$ cat src/rtl/dmac_pkg.sv
// Shared DMA controller types: command payload bundle and scheduler state.
package dmac_pkg;

    localparam int DMAC_ADDR_WD = 32;
    localparam int CMD_BURST_WD = 2;
    localparam int CMD_SIZE_WD  = 3;

    typedef struct packed {
        logic [DMAC_ADDR_WD-1:0] src_addr;
        logic [DMAC_ADDR_WD-1:0] dst_addr;
        logic [CMD_BURST_WD-1:0] burst;
        logic [DMAC_ADDR_WD-1:0] len;
        logic [CMD_SIZE_WD-1:0]  size;
    } dmac_cmd_t;

    typedef enum logic {
        ARB_IDLE,
        ARB_HOLD
    } arb_state_e;

endpackage

$ cat src/rtl/dmac_rr_arbiter.sv
// Combinational round-robin pick: first set req bit at or after ptr, wrapping.
module dmac_rr_arbiter #(
    parameter  int CHANNEL_COUNT = 8,
    localparam int CH_ID_WD      = $clog2(CHANNEL_COUNT)
) (
    input  logic [CHANNEL_COUNT-1:0] req,
    input  logic [CH_ID_WD-1:0]      ptr,
    output logic [CHANNEL_COUNT-1:0] gnt_onehot,
    output logic [CH_ID_WD-1:0]      gnt_id,
    output logic                     gnt_any
);

    logic [CH_ID_WD-1:0] idx;

    always_comb begin
        gnt_onehot = '0;
        gnt_id     = '0;
        gnt_any    = 1'b0;
        idx        = '0;
        for (int k = 0; k < CHANNEL_COUNT; k++) begin
            idx = CH_ID_WD'((int'(ptr) + k) % CHANNEL_COUNT);
            if (!gnt_any && req[idx]) begin
                gnt_any         = 1'b1;
                gnt_onehot[idx] = 1'b1;
                gnt_id          = idx;
            end
        end
    end

endmodule

$ cat src/rtl/dmac_cmd_arbiter.sv
// Round-robin scheduler of per-channel DMA commands onto the read cmd port.
// Optional DMAC_CMD_ARB_ERR_EN adds a sticky spurious-done error flag.
module dmac_cmd_arbiter
    import dmac_pkg::*;
#(
    parameter  int ADDR_WD       = 32,
    parameter  int CHANNEL_COUNT = 8,
    localparam int CH_ID_WD      = $clog2(CHANNEL_COUNT)
) (
    input  logic                       clk,
    input  logic                       rst_n,
    input  logic [CHANNEL_COUNT-1:0]   ch_cmd_valid,
    output logic [CHANNEL_COUNT-1:0]   ch_cmd_ready,
    input  logic [CHANNEL_COUNT*ADDR_WD-1:0] ch_cmd_src_addr,
    input  logic [CHANNEL_COUNT*ADDR_WD-1:0] ch_cmd_dst_addr,
    input  logic [CHANNEL_COUNT*2-1:0] ch_cmd_burst,
    input  logic [CHANNEL_COUNT*ADDR_WD-1:0] ch_cmd_len,
    input  logic [CHANNEL_COUNT*3-1:0] ch_cmd_size,
    output logic                       cmd_valid,
    input  logic                       cmd_ready,
    output logic [ADDR_WD-1:0]         cmd_src_addr,
    output logic [ADDR_WD-1:0]         cmd_dst_addr,
    output logic [1:0]                 cmd_burst,
    output logic [ADDR_WD-1:0]         cmd_len,
    output logic [2:0]                 cmd_size,
    output logic [CH_ID_WD-1:0]        cmd_ch_id,
    input  logic                       done_valid,
    input  logic [CH_ID_WD-1:0]        done_ch_id,
    output logic [CHANNEL_COUNT-1:0]   ch_busy
`ifdef DMAC_CMD_ARB_ERR_EN
    ,
    output logic                       err_spurious_done
`endif
);

    arb_state_e                 state_q, state_d;
    logic [CH_ID_WD-1:0]        rr_ptr_q, rr_ptr_d;
    logic [CH_ID_WD-1:0]        id_q, id_d;
    dmac_cmd_t                  cmd_q, cmd_d;
    logic [CHANNEL_COUNT-1:0]   busy_q, busy_d;
    logic [CHANNEL_COUNT-1:0]   busy_set, busy_clr;
    logic [CHANNEL_COUNT-1:0]   elig;
    logic [CHANNEL_COUNT-1:0]   gnt_onehot;
    logic [CH_ID_WD-1:0]        gnt_id;
    logic                       gnt_any;
    dmac_cmd_t                  sel;

    assign elig = ch_cmd_valid & ~busy_q;

    dmac_rr_arbiter #(
        .CHANNEL_COUNT(CHANNEL_COUNT)
    ) u_rr (
        .req       (elig),
        .ptr       (rr_ptr_q),
        .gnt_onehot(gnt_onehot),
        .gnt_id    (gnt_id),
        .gnt_any   (gnt_any)
    );

    // AND-OR payload mux keyed by the one-hot grant
    always_comb begin
        sel = '0;
        for (int i = 0; i < CHANNEL_COUNT; i++) begin
            if (gnt_onehot[i]) begin
                sel.src_addr = sel.src_addr | ch_cmd_src_addr[i*ADDR_WD +: ADDR_WD];
                sel.dst_addr = sel.dst_addr | ch_cmd_dst_addr[i*ADDR_WD +: ADDR_WD];
                sel.burst    = sel.burst | ch_cmd_burst[i*2 +: 2];
                sel.len      = sel.len | ch_cmd_len[i*ADDR_WD +: ADDR_WD];
                sel.size     = sel.size | ch_cmd_size[i*3 +: 3];
            end
        end
    end

    always_comb begin
        state_d      = state_q;
        rr_ptr_d     = rr_ptr_q;
        id_d         = id_q;
        cmd_d        = cmd_q;
        busy_set     = '0;
        ch_cmd_ready = '0;
        unique case (state_q)
            ARB_IDLE: begin
                if (gnt_any) begin
                    cmd_d   = sel;
                    id_d    = gnt_id;
                    state_d = ARB_HOLD;
                end
            end
            ARB_HOLD: begin
                if (cmd_ready) begin
                    ch_cmd_ready[id_q] = 1'b1;
                    busy_set[id_q]     = 1'b1;
                    rr_ptr_d = (int'(id_q) == CHANNEL_COUNT - 1) ?
                               '0 : id_q + CH_ID_WD'(1);
                    state_d  = ARB_IDLE;
                end
            end
            default: state_d = ARB_IDLE;
        endcase
    end

    // Only a done for a currently busy, in-range channel clears anything
    always_comb begin
        busy_clr = '0;
        if (done_valid && (int'(done_ch_id) < CHANNEL_COUNT)) begin
            if (busy_q[done_ch_id]) begin
                busy_clr[done_ch_id] = 1'b1;
            end
        end
        busy_d = (busy_q | busy_set) & ~busy_clr;
    end

    always_ff @(posedge clk or negedge rst_n) begin
        if (!rst_n) begin
            state_q  <= ARB_IDLE;
            rr_ptr_q <= '0;
            id_q     <= '0;
            cmd_q    <= '0;
            busy_q   <= '0;
        end else begin
            state_q  <= state_d;
            rr_ptr_q <= rr_ptr_d;
            id_q     <= id_d;
            cmd_q    <= cmd_d;
            busy_q   <= busy_d;
        end
    end

`ifdef DMAC_CMD_ARB_ERR_EN
    logic err_q, err_d;

    always_comb begin
        err_d = err_q | (done_valid & ~(|busy_clr));
    end

    always_ff @(posedge clk or negedge rst_n) begin
        if (!rst_n) begin
            err_q <= 1'b0;
        end else begin
            err_q <= err_d;
        end
    end

    assign err_spurious_done = err_q;
`endif

    assign cmd_valid    = (state_q == ARB_HOLD);
    assign cmd_src_addr = cmd_q.src_addr;
    assign cmd_dst_addr = cmd_q.dst_addr;
    assign cmd_burst    = cmd_q.burst;
    assign cmd_len      = cmd_q.len;
    assign cmd_size     = cmd_q.size;
    assign cmd_ch_id    = id_q;
    assign ch_busy      = busy_q;

endmodule

$ cat config.mk
export PLATFORM = sky130hd
export DESIGN_NAME = dmac_cmd_arbiter
export DESIGN_NICKNAME = d
export VERILOG_FILES = /design/src/rtl/dmac_pkg.sv /design/src/rtl/dmac_rr_arbiter.sv /design/src/rtl/dmac_cmd_arbiter.sv
export SDC_FILE = /design/constraint.sdc
export NUM_CORES = 1
export LEC_CHECK = 0
export ABC_AREA = 1
export CORE_AREA = 2 2 373 375
export DETAILED_ROUTE_END_ITERATION = 16
export DIE_AREA = 0 0 375 377
export PLACE_DENSITY = 0.37
export SYNTH_ARGS = -nofsm -noshare
export SYNTH_HDL_FRONTEND = slang
export SYNTH_SLANG_ARGS = --single-unit
$ cat constraint.sdc
create_clock -name clk -period 2.7 [get_ports clk]
set_input_delay 0.81 -clock clk [delete_from_list [all_inputs] [get_ports clk]]
set_output_delay 0.81 -clock clk [all_outputs]
set_load 0.05 [all_outputs]
==> flow_metrics.env, run 1 <==
export IMPL_grt_pass1_vias=19700
export IMPL_dieArea_um2=141000
export IMPL_synthSimpleGateAreaFrac=0.657
export IMPL_synth_seq_cells=116
export IMPL_synth_area_leaders="nand2_1 (52%), dfrtp_1 (24%), nor2_1 (8.2%)"
export IMPL_endpoint_kind="flip-flop"
export IMPL_synthXorXnorAreaFrac=0
export IMPL_crit_type="reg -> reg"
export IMPL_drv_slew=0
export IMPL_clock_latency_ns=0.51
export IMPL_seqCellArea_um2=2900
export IMPL_nFillCells=15500
export IMPL_p_leak_nw=14.1
export IMPL_first_pass_iters=5
export IMPL_critical_path_required_ns=3.14
export IMPL_coreArea_um2=137000
export IMPL_synth_edff_count=0
export IMPL_htreeDepth=4
export IMPL_min_period_ns=3.22
export IMPL_tightest_slew_ns=0.665
export IMPL_avgViaCountPerCell=3.58
export IMPL_ant_nets=0
export IMPL_grt_ovfl_total=0
export IMPL_grt_antenna_before_repair=27
export IMPL_num_rows=136
export IMPL_holdBufCountCts=0
export IMPL_synth_top_family_by_area="simple AND/OR/NAND/NOR gates"
export IMPL_synth_nets=3230
export IMPL_synth_common_cells="nand2_1 (1,686), nor2_1 (268), dfrtp_1 (116)"
export IMPL_grt_pass1_wl_um=154000
export IMPL_clock_skew_ns=0.00919
export IMPL_yosysWarningCount=0
export IMPL_synthAdderAreaFrac=0.00820
export IMPL_wl_per_cell_um=22.0
export IMPL_synthMuxAreaShare=0
export IMPL_hold_class="in -> async"
export IMPL_start_util=0.0891
export IMPL_grtUsageMet2=0.274
export IMPL_fin_nets=4411
export IMPL_wirelength_um=119000
export IMPL_syn_area_um2=12200
export IMPL_final_area_um2=29600
export IMPL_crit_chain="inv_2, ha_4, buf_6, nand3_4, nand3_4, nand2_8, buf_6, nor2_4, nand4_4, nor3_4, buf_12, nand2_1, nand3_4, buf_12, clkbuf_16, buf_6, nand2_2, nand2_2, nor2_4, nand2_4, nand2_1, nand2_1"
export IMPL_failed_checks="negative setup slack"
export IMPL_irDropWorstVdd_uv=654
export IMPL_p_per_area_nw_per_um2=1710
export IMPL_synth_most_common_cell="nand2_1"
export IMPL_status="finished, violations left"
export IMPL_worstPathArrival_ns=3.66
export IMPL_grtUsageMet3=0.0346
export IMPL_drive_gt1_frac=0.212
export IMPL_post_dp_cell_area_um2=25700
export IMPL_max_freq_mhz=311
export IMPL_rsz0062_at_grt="true"
export IMPL_yosysUniqueCellTypes=33
export IMPL_synth_compound_area_frac=0.0174
export IMPL_syn_inst=2399
export IMPL_post_route_period_util=1.19
export IMPL_gr_max_usage_layer="met2"
export IMPL_vias=19300
export IMPL_synth_top_area_frac=0.519
export IMPL_crit_fanout=7
export IMPL_cap_violations=0
export IMPL_area_growth_pct=142
export IMPL_dp_cells=5269
export IMPL_io_pins=944
export IMPL_start_kind="flip-flop"
export IMPL_finalSetupViolCount=112
export IMPL_place_gp_congestion=0.873
export IMPL_synthFlopType="dfrtp_1"
export IMPL_async_flop_share=1.00
export IMPL_crit_path_top_delay_cell="dfrtp_1"
export IMPL_cts_num_sinks=116
export IMPL_hold_viol=0
export IMPL_cts_buffer_depth=2
export IMPL_use_met1=0.190
export IMPL_die_w_um=375
export IMPL_drcViolationCount=0
export IMPL_cts_tree="done"
export IMPL_numCtsBuffers=17
export IMPL_grtUsageTotal=0.157
export IMPL_relSlewSlack=0.555
export IMPL_place_ws_ns=-1.37
export IMPL_grt_max_degree=41
export IMPL_max_stage_delay_ns=0.40
export IMPL_fp_dieH_um=377
export IMPL_setup_ws_ns=-0.519
export IMPL_synth_seq_area_share=0.238
export IMPL_root_buffer="clkbuf_16"
export IMPL_port_buffers=943
export IMPL_multiInputGateArea_um2=9690
export IMPL_dp_hpwl_um=94000
export IMPL_drt_iter0_markers=1013
export IMPL_syn_avg_cell_area_um2=5.09
export IMPL_final_cell_count_no_fill=5391
export IMPL_clkTransAtPathRegs_ns=0.06
export IMPL_yosysTopAreaCell="nand2_1"
==> cells by family (layout without fill, tap and decap cells) <==
kind of cell | after synthesis | after routing
AOI/OAI and AO/OA | 34 | 34
buffers and inverters | 171 | 1363
other | 0 | 5
adders and majority gates | 8 | 8
DFF | 116 | 116
and+or+nand+nor | 2070 | 2071
==> layout make-up <==
| class | count | share of cell area |
|---|---|---|
| repair buffers | 1282 | 0.469 |
| clock buffers | 18 | 0.0149 |
| clock inverters | 13 | 0.00622 |
| diodes | 5 | 0.000423 |
| multi-input cells | 2113 | 0.328 |
| well taps | 1794 | 0.0759 |
| flip-flops and latches | 116 | 0.0983 |
| inverters | 50 | 0.00694 |
==> power breakdown <==
| part | switching (mW) | internal (mW) |
|---|---|---|
| Combinational | 26.0 | 18.5 |
| Sequential | 0.664 | 2.67 |
| Clock | 1.07 | 1.55 |
| Total | 27.7 | 22.7 |
==> routing by layer <==
layer / vias up / share of wire / routed length (um)
met5: - / 0.00057 / 68
met1: 8820 / 0.43 / 51000
met3: 91 / 0.056 / 6660
met2: 715 / 0.50 / 58900
li1: 9672 / - / -
met4: 12 / 0.019 / 2310
==> final timing paths <==
path,endpoint,slack (ns),depth (start not counted),start
max,cmd_len[24]$_DFFE_PN0P_,-0.52,22,rr_ptr_q[1]$_DFFE_PN0P_
min,ch_busy[7]$_DFF_PN0_,0.26,1,rst_n
max reg2reg,cmd_len[24]$_DFFE_PN0P_,-0.52,22,rr_ptr_q[1]$_DFFE_PN0P_
min reg2reg,cmd_size[2]$_DFFE_PN0P_,0.47,2,cmd_size[2]$_DFFE_PN0P_
max in group asynchronous,cmd_len[0]$_DFFE_PN0P_,1.64,2,rst_n
min in group clk,cmd_size[2]$_DFFE_PN0P_,0.47,2,cmd_size[2]$_DFFE_PN0P_
==> sequential cells by signal (all words and copies together), names as in the netlist <==
| register | cells |
|---|---|
| rr_ptr_q | 3 |
| cmd_size | 3 |
| cmd_ch_id | 3 |
| ch_busy | 8 |
| cmd_valid | 1 |
| cmd_dst_addr | 32 |
| cmd_burst | 2 |
| cmd_src_addr | 32 |
| cmd_len | 32 |
==> placed cells by master (no fill, tap or decap), types with 22 or more instances in the layout <==
cell                n
nand2_1          1489
clkdlybuf4s50_1   882
buf_4             211
nor2_1            191
nand2_2           167
dfrtp_1           115
buf_12             68
buf_6              49
nor2_2             47
inv_1              41
nor2_4             39
nand3_1            37
clkbuf_16          35
nand2_4            31
buf_16             22
buf_8              22
==> through the flow <==
step / hold slack, ns / utilization / TNS [ns] / total power [mW]
finish: 0.260 / 0.216 / -47.45 / 50.5
global route: 0.251 / 0.216 / -68.35 / 54.5
CTS: 0.216 / 0.203 / -47.71 / 47.0
detailed placement: 0.464 / 0.187 / -126.50 / 38.7
global placement: 0.461 / 0.187 / -127.54 / 39.0
floorplan: 0.514 / - / -0.190 / 21.5
==> timing repair <==
action,4_1_cts,5_1_grt
cloned,15,20
resized for setup,229,318
buffers inserted,42,30
endpoints found under the hold margin,0,0
endpoints found under the setup margin,120,117
pin swaps,61,136
==> critical path: cells and delay by family (launching register included) <==
kind	cells	cell delay, ns
adders and majority gates	1	0.33
buffers and inverters	7	0.93
and+or+nand+nor	14	1.44
DFF	1	0.40
(Power assumes the default switching activity.)
==> run 2: changes to the inputs <==
PLACE_DENSITY = unset   (was 0.37)
PLACE_DENSITY_LB_ADDON = 0.12   (was unset)
==> run 2 against run 1 <==
The run still ends with negative setup slack left. Clock skew rose by 0.0043 ns. Combinational power barely moved. Sequential cell count did not move. Die area did not move. Clock-buffer cell count rose by 1. Via count fell by 1.4%. Largest power group unchanged. Power fell by 0.67%. Maximum frequency rose by 1.0%. Sequential share of layout area barely moved. Critical endpoint is now cmd_src_addr[11]$_DFFE_PN0P_. Critical path type is now in -> reg. Final area fell by 0.22%. Non-clock buffer count fell by 7.
==> flow_metrics.env, run 2 (same netlist as run 1, synthesis figures left out) <==
export IMPL_fin_nets=4405
export IMPL_num_rows=136
export IMPL_grt_antenna_before_repair=38
export IMPL_post_route_util=0.215
export IMPL_power_mw=50.1
export IMPL_failed_checks="negative setup slack"
export IMPL_rsz0062_at_grt="true"
export IMPL_p_comb_frac=0.889
export IMPL_tightest_slew_ns=0.707
export IMPL_status="finished, violations left"
export IMPL_reg2reg_slack_ns=-0.49
export IMPL_drive_gt1_frac=0.224
export IMPL_p_per_area_nw_per_um2=1700
export IMPL_hold_viol=0
export IMPL_start_kind="primary input"
export IMPL_drt_iter0_markers=798
export IMPL_grt_ovfl_total=0
export IMPL_final_cell_mix="nand2_1 (1,464), clkdlybuf4s50_1 (880), buf_4 (210)"
export IMPL_worstPathArrival_ns=3.64
export IMPL_fp_dieH_um=377
export IMPL_crit_family="simple AND/OR/NAND/NOR gates"
export IMPL_holdBufCountCts=0
export IMPL_place_gp_congestion=0.815
export IMPL_start_util=0.0891
export IMPL_seqCellArea_um2=2900
export IMPL_cpMostUsedCell="nand2_1"
export IMPL_dp_hpwl_um=94600
export IMPL_crit_fanout=8
export IMPL_setup_ws_ns=-0.486
export IMPL_crit_buf_inv=4
export IMPL_coreArea_um2=137000
export IMPL_clkTransAtPathRegs_ns=0.06
export IMPL_p_leak_nw=14.1
export IMPL_root_buffer="clkbuf_16"
export IMPL_critical_path_required_ns=3.16
export IMPL_crit_chain="clkdlybuf4s50_1, nand3_2, nand3_2, buf_4, nand3_2, nand2_2, nor2_4, nand4_4, nor2_4, nand4_1, nand3_4, buf_12, buf_12, nand2_2, nand2_1, nor2_1, nand2_1, nand2_1, nand2_1"
export IMPL_switching_power_mw=28.3
export IMPL_cap_violations=0
export IMPL_max_stage_delay_ns=0.43
export IMPL_pwr_share_seq=0.064
export IMPL_crit_type="in -> reg"
export IMPL_vias=19000
export IMPL_p_clk_frac=0.048
export IMPL_htreeDepth=4
export IMPL_switching_share=0.565
export IMPL_die_w_um=375
export IMPL_drcViolationCount=0
export IMPL_ant_nets=0
export IMPL_max_freq_mhz=314
export IMPL_grtUsageTotal=0.166
export IMPL_clock_latency_ns=0.52
export IMPL_irDropWorstVdd_uv=841
export IMPL_area_growth_pct=142
export IMPL_wirelength_um=125000
export IMPL_crit_path_top_delay_cell="clkdlybuf4s50_1"
export IMPL_avgViaCountPerCell=3.53
export IMPL_cts_buffer_depth=2
export IMPL_post_route_period_util=1.18
export IMPL_wl_per_cell_um=23.3
export IMPL_finalSetupViolCount=105
export IMPL_nFillCells=15600
export IMPL_grt_pass1_vias=19700
export IMPL_relSlewSlack=0.528
export IMPL_clock_skew_ns=0.0134
export IMPL_grt_max_degree=39
export IMPL_p_int_mw=21.8
export IMPL_io_pins=944
export IMPL_cts_tree="done"
export IMPL_multiInputGateArea_um2=9930
export IMPL_dieArea_um2=141000
export IMPL_drv_slew=0
export IMPL_numCtsBuffers=17
export IMPL_endpoint_kind="flip-flop"
export IMPL_first_pass_iters=5
export IMPL_cts_num_sinks=116
export IMPL_final_common_cell="nand2_1"
export IMPL_hold_class="in -> async"
export IMPL_port_buffers=943
export IMPL_grt_pass1_wl_um=160000
export IMPL_min_period_ns=3.19
export IMPL_setup_tns_ns=-40.28
run 2: changes by cell type in the layout (fill, tap and decap cells not counted), sizes merged:
cell / previous run / this run
inv: 49 / 50
nand3: 68 / 69
dlymetal6s2s: 7 / 8
clkbuf: 36 / 33
buf: 372 / 358
dlygate4sd2: 1 / 14
bufbuf: 2 / 1
diode: 5 / 13
clkinvlp: 3 / 5
bufinv: 4 / 1
clkdlybuf4s50: 882 / 880
run 2: metrics by stage:
step | area [um^2] | hold WS (ns) | setup WS [ns] | instances
detailed placement | 25900 | 0.465 | -1.45 | 5274
finish | 29500 | 0.237 | -0.486 | 5394
floorplan | 12400 | 0.514 | -0.00806 | 2399
global route | 29500 | 0.238 | -0.653 | 5390
global placement | 25900 | 0.464 | -1.47 | 5274
CTS | 28100 | 0.214 | -0.489 | 5355
run 2: final timing paths:
| kind | depth (start not counted) | to | start |
|---|---|---|---|
| worst max register to register | 19 | cmd_src_addr[11]$_DFFE_PN0P_ | rr_ptr_q[1]$_DFFE_PN0P_ |
| worst min register to register | 2 | cmd_dst_addr[19]$_DFFE_PN0P_ | cmd_dst_addr[19]$_DFFE_PN0P_ |
| min in group clk | 2 | cmd_dst_addr[19]$_DFFE_PN0P_ | cmd_dst_addr[19]$_DFFE_PN0P_ |
| worst min-delay path | 1 | ch_busy[0]$_DFF_PN0_ | rst_n |
| max in group asynchronous | 2 | cmd_src_addr[13]$_DFFE_PN0P_ | rst_n |
| worst max-delay path | 19 | cmd_src_addr[11]$_DFFE_PN0P_ | ch_cmd_valid[4] |
run 2: routing by layer:
metal  vias to the layer above  share of wire  global-route usage
li1                       9650              -                   -
met2                       605           0.50               0.295
met4                        24          0.022              0.0478
met1                      8636           0.41               0.190
met3                       117          0.065              0.0502
met5                         -         0.0012                   0
run 2: worst register-to-register path, stage by stage (launching register included):
cell and delay [ns]:
dfrtp_1 0.42, inv_2 0.08, ha_4 0.33, buf_6 0.13
nand3_4 0.08, nand2_4 0.10, nor2_4 0.04, nor2_4 0.18
nand4_4 0.14, nor2_4 0.23, nand4_1 0.29, nand3_4 0.25
buf_12 0.21, buf_12 0.19, nand2_2 0.09, nand2_1 0.07
nor2_1 0.04, nand2_1 0.11, nand2_1 0.07, nand2_1 0.05
run 2: power groups by stage:
stage	sequential [mW]	clock, mW	combinational, mW
CTS	3.20	2.54	42.2
finish	3.19	2.38	44.5
detailed placement	3.21	0	35.9
floorplan	5.72	0	15.8
global placement	3.22	0	36.1
global route	3.29	2.58	48.7
run 2: area by class of cell:
type,count,area share
Antenna cell,13,0.00110
Clock buffer,19,0.0150
Clock inverter,13,0.00373
Inverter,50,0.00696
Multi-Input combinational cell,2114,0.337
Sequential cell,116,0.0984
Tap cell,1794,0.0761
Timing Repair Buffer,1275,0.462
run 2: timing repair:
| item | 4_1_cts | 5_1_grt |
|---|---|---|
| setup buffers | 41 | 16 |
| cloned | 16 | 17 |
| setup endpoints to repair | 126 | 106 |
| pin swaps | 63 | 122 |
| gates resized for setup | 275 | 288 |
==> run 3: changes to the inputs <==
CTS_CLUSTER_SIZE = 24   (was unset)
==> results of run 3 <==
Same layout as run 2: the final DEF is identical, and so are final timing and power.
